**config.mk**
```make
export PLATFORM = sky130hd
export DESIGN_NAME = isr_arbiter
export DESIGN_NICKNAME = d
export VERILOG_FILES = /design/src/rtl/isr_arb_pkg.sv /design/src/rtl/isr_arbiter_rr_pick.sv /design/src/rtl/isr_arbiter.sv
export SDC_FILE = /design/constraint.sdc
export NUM_CORES = 1
export LEC_CHECK = 0
export BUFFER_PORTS_ARGS = -buffer_cell sky130_fd_sc_hd__buf_2
export CORE_AREA = 3 3 156 158
export DETAILED_ROUTE_END_ITERATION = 7
export DIE_AREA = 0 0 159 161
export PLACE_DENSITY_LB_ADDON = 0.3
export SYNTH_ARGS = -nofsm -noshare
export SYNTH_HDL_FRONTEND = slang
export SYNTH_SLANG_ARGS = --single-unit
export TNS_END_PERCENT = 20
```
**constraint.sdc**
```tcl
create_clock -name clock -period 4.8 [get_ports clock]
set_input_delay 0.96 -clock clock [delete_from_list [all_inputs] [get_ports clock]]
set_output_delay 0.96 -clock clock [all_outputs]
set_load 0.05 [all_outputs]
```
**src/rtl/isr_arb_pkg.sv**
```systemverilog
// Shared types and widths for the ISR arbiter: FSM states, ISR bus widths,
// and the wait-counter width helper.
package isr_arb_pkg;

  localparam int unsigned ISR_IN_W  = 64;
  localparam int unsigned ISR_OUT_W = 32;

  typedef enum logic [1:0] {
    IDLE = 2'd0,
    LOAD = 2'd1,
    WAIT = 2'd2,
    RESP = 2'd3
  } state_e;

  // Counter must be able to hold the value max_wait itself
  function automatic int unsigned cnt_w(input int unsigned max_wait);
    return $clog2(max_wait + 1);
  endfunction

endpackage

```
**src/rtl/isr_arbiter_rr_pick.sv**
```systemverilog
// Combinational N-way round-robin selector: first asserted request at or
// after ptr, wrapping, returned as one-hot grant and binary index.
module rr_pick #(
  parameter int unsigned N     = 4,
  parameter int unsigned IDX_W = (N > 1) ? $clog2(N) : 1
) (
  input  logic [N-1:0]     req,
  input  logic [IDX_W-1:0] ptr,
  output logic [N-1:0]     gnt,
  output logic [IDX_W-1:0] idx,
  output logic             any
);

  logic             found;
  logic [IDX_W-1:0] cand;

  always_comb begin
    gnt   = '0;
    idx   = '0;
    found = 1'b0;
    cand  = '0;
    any   = |req;
    for (int unsigned k = 0; k < N; k++) begin
      cand = IDX_W'((32'(ptr) + k) % N);
      if (!found && req[cand]) begin
        found     = 1'b1;
        gnt[cand] = 1'b1;
        idx       = cand;
      end
    end
  end

endmodule

```
**src/rtl/isr_arbiter.sv**
```systemverilog
// Shares one external ISR (64-bit integer square root) between N requesters
// with round-robin fairness and a WAIT-state timeout.
module isr_arbiter
  import isr_arb_pkg::*;
#(
  parameter int unsigned N        = 4,
  parameter int unsigned MAX_WAIT = 1023
) (
  input  logic                  clock,
  input  logic                  reset,
  input  logic [N-1:0]          req,
  input  logic [N*ISR_IN_W-1:0] req_value,
  output logic [N-1:0]          gnt,
  output logic [N-1:0]          resp_valid,
  output logic [ISR_OUT_W-1:0]  resp_result,
  output logic                  resp_err,
  output logic                  busy,
  output logic                  isr_reset,
  output logic [ISR_IN_W-1:0]   isr_value,
  input  logic [ISR_OUT_W-1:0]  isr_result,
  input  logic                  isr_done
);

  localparam int unsigned IDX_W = (N > 1) ? $clog2(N) : 1;
  localparam int unsigned CNT_W = cnt_w(MAX_WAIT);

  state_e               state_q, state_d;
  logic [IDX_W-1:0]     ptr_q, owner_q, ptr_next;
  logic [ISR_IN_W-1:0]  operand_q;
  logic [CNT_W-1:0]     cnt_q;
  logic [ISR_OUT_W-1:0] result_q;
  logic                 err_q;

  logic [N-1:0]         pick_gnt;
  logic [IDX_W-1:0]     pick_idx;
  logic                 pick_any;
  logic [ISR_IN_W-1:0]  req_ops [N];

  logic take, clr_cnt, done_hit, timeout_hit;

  rr_pick #(.N(N), .IDX_W(IDX_W)) u_rr_pick (
    .req (req),
    .ptr (ptr_q),
    .gnt (pick_gnt),
    .idx (pick_idx),
    .any (pick_any)
  );

  always_comb begin
    for (int unsigned i = 0; i < N; i++) begin
      req_ops[i] = req_value[i*ISR_IN_W +: ISR_IN_W];
    end
  end

  assign ptr_next = (pick_idx == IDX_W'(N - 1)) ? '0 : pick_idx + 1'b1;

  // Next-state and state-decoded outputs
  always_comb begin
    state_d     = state_q;
    gnt         = '0;
    resp_valid  = '0;
    busy        = 1'b0;
    isr_reset   = 1'b1;
    take        = 1'b0;
    clr_cnt     = 1'b0;
    done_hit    = 1'b0;
    timeout_hit = 1'b0;
    case (state_q)
      IDLE: begin
        if (pick_any) begin
          gnt     = pick_gnt;
          take    = 1'b1;
          state_d = LOAD;
        end
      end
      LOAD: begin
        busy    = 1'b1;
        clr_cnt = 1'b1;
        state_d = WAIT;
      end
      WAIT: begin
        busy      = 1'b1;
        isr_reset = 1'b0;
        if (isr_done) begin
          done_hit = 1'b1;
          state_d  = RESP;
        end else if (cnt_q == CNT_W'(MAX_WAIT - 1)) begin
          timeout_hit = 1'b1;
          state_d     = RESP;
        end
      end
      RESP: begin
        busy                = 1'b1;
        resp_valid[owner_q] = 1'b1;
        state_d             = IDLE;
      end
      default: state_d = IDLE;
    endcase
  end

  always_ff @(posedge clock) begin
    if (reset) begin
      state_q   <= IDLE;
      ptr_q     <= '0;
      owner_q   <= '0;
      operand_q <= '0;
      cnt_q     <= '0;
      result_q  <= '0;
      err_q     <= 1'b0;
    end else begin
      state_q <= state_d;
      if (take) begin
        operand_q <= req_ops[pick_idx];
        owner_q   <= pick_idx;
        ptr_q     <= ptr_next;
      end
      if (clr_cnt) begin
        cnt_q <= '0;
      end else if (state_q == WAIT && !isr_done) begin
        cnt_q <= cnt_q + 1'b1;
      end
      // Done takes priority over a coincident timeout
      if (done_hit) begin
        result_q <= isr_result;
        err_q    <= 1'b0;
      end else if (timeout_hit) begin
        result_q <= '0;
        err_q    <= 1'b1;
      end
    end
  end

  assign resp_result = result_q;
  assign resp_err    = err_q;
  assign isr_value   = operand_q;

endmodule

```
Word level (Yosys, flattened, before mapping)
Cells that the tools add are included.
{"block": "op_classes", "n_bitwise": 4, "muxes": 52, "mul": 0, "add_sub_neg": 5, "eq_ne": 7, "reduce_logical": 20, "n_div": 0, "shift": 0, "order_cmp": 11}
{"operator": "64-bit binary-select mux with 2-bit select", "n": 1}
{"operator": "64-bit 2-to-1 mux", "n": 2}
{"operator": "32-bit 2-to-1 mux", "n": 2}
{"operator": "4-bit 2-to-1 mux", "n": 7}
{"operator": "1-bit 2-to-1 mux", "n": 22}
{"operator": "2-bit 2-to-1 mux", "n": 8}
{"operator": "2-bit by 3-bit less-than comparator with 1-bit output (second input constant)", "n": 5}
{"operator": "4-bit bitwise OR", "n": 3}
{"operator": "10-bit by 1-bit adder with 10-bit output (second input constant)", "n": 1}
{"operator": "1-bit demux with 2-bit select", "n": 5}
{"operator": "10-bit equality test (second input constant)", "n": 1}
{"operator": "2-bit by 1-bit >= comparator with 1-bit output (second input constant)", "n": 5}
{"operator": "1-bit logical AND", "n": 9}
{"operator": "1-bit binary-select mux with 2-bit select", "n": 4}
{"operator": "2-bit case mux with 4 select lines", "n": 1}
{"operator": "2-bit equality test (second input constant)", "n": 3}
{"operator": "2-bit by 1-bit adder with 2-bit output (second input constant)", "n": 2}
{"operator": "2-bit adder (second input constant)", "n": 2}
{"operator": "1-bit logical NOT", "n": 4}
{"operator": "2-bit OR reduction", "n": 2}
{"operator": "4-bit OR reduction", "n": 1}
{"operator": "3-bit >= comparator (second input constant)", "n": 1}
{"operator": "3-bit != test (second input constant)", "n": 1}
{"operator": "2-bit inverter with 3-bit output", "n": 1}
{"operator": "other kinds (6)", "n": 6}
{"block": "totals", "ram_bits": 0, "output_inout_bits": 107, "memories": 0, "romBits": 0, "regBits": 113, "latchBits": 0, "elab_cells": 106}

Depth between registers and ports, before layout
{"block": "logic_depth", "depth_word": 16, "ltp_mapped": 15}

Hierarchy
A second synthesis with hierarchy kept.
{"block": "unflattened", "cells_unflattened": 515, "hier_area_um2": 5920.7}
{"module": "isr_arbiter", "seq_area_each_um2": 2262.2, "cells_per_inst": 468, "instances": 1, "area_each_um2": 5494.0}
{"module": "rr_pick", "seq_area_each_um2": 0.0, "cells_per_inst": 47, "instances": 1, "area_each_um2": 426.7}

Least setup slack after synthesis
OpenSTA, ideal clock, no wires.
{"block": "synth_path", "kind": "register to output", "start": "register ptr_q[0]", "end": "output port gnt[0]", "n_path_buf": 5, "stages_incl_launch_ff": 13, "required_ps": 3840, "setup_slack_ps": 370, "arrival_ps": 3470, "cell_sequence": "dfxtp_1 -> buf_2 -> clkbuf_1 -> clkbuf_1 -> inv_1 -> ha_1 -> buf_2 -> mux4_2 -> nor2b_1 -> buf_6 -> a221o_1 -> o21ai_0 -> a21oi_1"}
{"block": "synth_between", "elab_chain_cells": 14}
{"element": "start: declaration", "line_no": "isr_arbiter.sv:28", "rtl": "logic [IDX_W-1:0] ptr_q, owner_q, ptr_next;"}
{"element": "start signal: assignment", "line_no": "isr_arbiter.sv:115", "rtl": "ptr_q <= ptr_next;"}
{"element": "branches (longest 11 deep; another with 2-bit by 3-bit less-than comparator with 1-bit output)"}
{"element": "4-bit 2-to-1 mux (*)", "line_no": "isr_arbiter_rr_pick.sv:25", "rtl": "if (!found && req[cand]) begin"}
{"element": "4-bit 2-to-1 mux (*)", "line_no": "isr_arbiter.sv:70", "rtl": "if (pick_any) begin"}
{"element": "4-bit 2-to-1 mux (*)", "line_no": "isr_arbiter.sv:68", "rtl": "case (state_q)"}
{"element": "end: declaration", "line_no": "isr_arbiter.sv:13", "rtl": "output logic [N-1:0] gnt,"}
Every way passes the cells marked *. The select of a mux whose other input is x is not followed.

Worst setup path in the final report
{"block": "layout_path", "start": "register ptr_q[1]", "end": "output port gnt[0]"}
The elaborated chain is that of the path after synthesis.

==> results.md <==
* Worst EP required at 3.84 ns
* Worst path cell trace: inv_1, ha_1, mux4_2, nor2b_1, buf_4, a221o_1, o21ai_0, a21oi_1, buf_2
* Logic pwr share at 65.0%
* Nets at 1728
* Initial Util at 37.0%
* Endpoint, Worst Hold: cnt_q[9]$_SDFFE_PP0P_
* Top FF cell, synth: dfxtp_1
* Hold Crit Start: cnt_q[9]$_SDFFE_PP0P_
* Mapped Area at 8610 µm²
* Clock power frac at 17.3%
* Count leader, synth: nor2_1
* Via count at 10657
* Synth Warn # at 0
* Worst slew pin tran at 1.19 ns
* Final Wtd Congestion at 0.842
* Critical Path Sink Type: output pin
* Vias in the first global route at 10023
* Fillers at 2322
* Min-Delay Path Class: reg2reg
* Period utilization at 90.4%
* Iteration-0 DRC Markers at 968
* Final Slew Violations at 0
* Routed Antenna Nets at 0
* DRC at 0
* Core Area at 23300 µm²
* Largest cells by area after synthesis: dfxtp_1, nor2_1, a2111o_1
* Number of synthesized flops with an enable pin at 0
* R2r setup slk at 0.93 ns
* Input/output buffers at 401
* Utilization after layout at 49.1%
* Top cell type by total area after synthesis: dfxtp_1
* Top Ports at 402
* CP Launch Type: flip-flop
* First-pass GRT wire length at 55.3 mm
* Layout Skew at 0.0120 ns
* Overall global routing resource usage at 26.2%
* Die Y at 161 µm
* Commonest cells in the netlist: nor2_1, dfxtp_1, a22oi_1
* Post-cts gate resize count at 0
* Reg-to-Reg Start: ptr_q[1]$_SDFFE_PP0P_
* Capture point of the worst reg-to-reg path: isr_value[37]$_SDFFE_PP0P_
* Final min period at 4.34 ns
* Row count at 56
* Clock buffer depth at 2
* GRT Residual Overflow at 0
* Critical setup path kind: reg2out
* Synthesized net count at 1406
* Post-Syn Instances at 1097
* Initial antenna violation count at 10
* Worst slew margin at 20.5%
* CTS tree: yes
* Clk root buf: clkbuf_16
* Pwr Total at 7.56 mW
* Switching Fraction at 51.4%
* Post-synth top area share at 26.3%
* Internal Power at 3.67 mW
* Area of the die at 25600 µm²
* R2R depth at 10
* Clk_lat worst skew at 0.42 ns
* Switch Pwr at 3.88 mW
* Clk slew on worst S/H paths at 0.06 ns
* Flop and latch count out of synthesis at 113
* Vias per std cell at 6.05
* # setup viols final at 0
* Final hold vios at 0
* Cts hold-fix bufs at 0
* Status: finished, final reports clean
* Library cells used by synthesis at 45
* CTS Buf Count at 17
* Post-DP HPWL at 24.3 mm
* Crit path arrival time at 3.38 ns
* Largest net degree at the start of global routing at 73
* Hold path depth at 2
* Seq pwr share at 17.7%
* P_leak at 5.55 nW
* Clock Sinks at 113
* Worst-path fanout max at 13
* Htree depth at 4
* Die width at 159 µm
* Syn avg cell area at 7.84 µm²
* Routed WL at 35.7 mm
* FMAX at 0.230 GHz
* Synth-to-Final Area Change at 32.7%
* Pre-CTS setup slack at 0.899 ns
* Max Cap Viol at 0
* FFs w/ async S/R, synth at 0%
* Post-CTS setup buffers at 0
* Post-synthesis sequential area ratio at 26.3%
* Final setup margin at 0.459 ns
* Power per cell area at 662 nW/µm²
* Pre-antenna DRT Iters at 6
* Setup TNS at 0 ns
* Worst hold slack at 0.498 ns
* Largest vdd supply drop at 0.386 mV
* Unrepaired setup endpoints after global routing: no
* CP max stage cell: dfxtp_1
* Layout cells sized above 1 at 33.7%
* Slowest stage delay, CP at 0.66 ns
* Routed len/inst at 20.3 µm
## cell families (layout without fill, tap and decap cells)
logic type      count (synthesis)  count (layout)  share of synthesized area (%)
simple gates                  489             489                           27.9
buf+inv                       135             470                           7.46
compound gates                326             326                           33.7
xor+xnor                        8               8                          0.814
other cells                     0              11                              0
mux                            12              12                           1.89
flops                         113             113                           26.3
fa+ha+maj                      14              14                           2.04
## per-stage QoR
step | cell area, µm² | instances
global route | 11400 | 1759
CTS | 11400 | 1751
global placement | 10800 | 1719
floorplan | 8610 | 1097
finish | 11400 | 1762
detailed placement | 10800 | 1719
## how the worst max path moves through the flow
stage	slack, ns	endpoint	cells after the start	startpoint
floorplan	0.37	gnt[0]	12	ptr_q[0]$_SDFFE_PP0P_
global placement	1.0	gnt[0]	9	ptr_q[1]$_SDFFE_PP0P_
detailed placement	0.90	gnt[0]	9	ptr_q[1]$_SDFFE_PP0P_
CTS	0.42	gnt[0]	9	ptr_q[1]$_SDFFE_PP0P_
global route	0.19	gnt[0]	9	ptr_q[1]$_SDFFE_PP0P_
finish	0.46	gnt[0]	9	ptr_q[1]$_SDFFE_PP0P_
## registers in the layout, summed over array words and instances, names as in the netlist
name         cells
resp_err         1
isr_value       64
ptr_q            2
resp_result     32
state_q          2
cnt_q           10
owner_q          2
## area by class of cell
class | instances | area (µm²) | share of cell area [%]
repair buffers | 428 | 2310 | 20.2
well taps | 319 | 399 | 3.49
inverters | 10 | 37.5 | 0.329
clock buffers | 17 | 425 | 3.72
clock inverters | 15 | 174 | 1.52
flip-flops and latches | 113 | 2270 | 19.8
multi-input cells | 849 | 5780 | 50.6
diodes | 11 | 27.5 | 0.241
## cell usage in the layout, fill, tap and decap left out, types with 8 or more instances in the layout
master	count
clkbuf_16	17
and2_1	66
a21oi_1	8
inv_1	10
nor2_1	245
inv_8	8
a22oi_1	96
and3_1	66
buf_2	401
dfxtp_1	112
a221o_1	68
diode_2	11
nand2_1	13
nor4_1	65
buf_12	8
ha_1	14
a2111o_1	64
a311oi_1	64
buf_4	19
o21ai_0	9
## worst max-delay path, delay by kind of cell (launching register included)
kind                       cells  cell delay [ns]
muxes                          1             0.43
and+or+nand+nor                1             0.13
adders and majority gates      1             0.52
buffers and inverters          3             0.71
DFF                            1             0.66
AOI/OAI and AO/OA              3             0.49
## power groups by stage
| stage | registers, mW | logic (mW) | clock network, mW |
|---|---|---|---|
| final | 1.34 | 4.91 | 1.31 |
| after global routing | 1.37 | 5.28 | 1.39 |
| after CTS | 1.33 | 4.90 | 1.34 |
| after detailed placement | 1.35 | 4.88 | 0 |
| after floorplan | 1.99 | 3.00 | 0 |
| after global placement | 1.35 | 4.83 | 0 |
## layer usage
layer | track usage [%] | up-vias | routed length, µm
met3 | 6.16 | 70 | 2910
met1 | 34.2 | 5090 | 15100
li1 | - | 4929 | -
met4 | 10.5 | 2 | 1020
met5 | 0 | - | 13
met2 | 42.0 | 566 | 16600
Power figures use the tool's default switching activity.
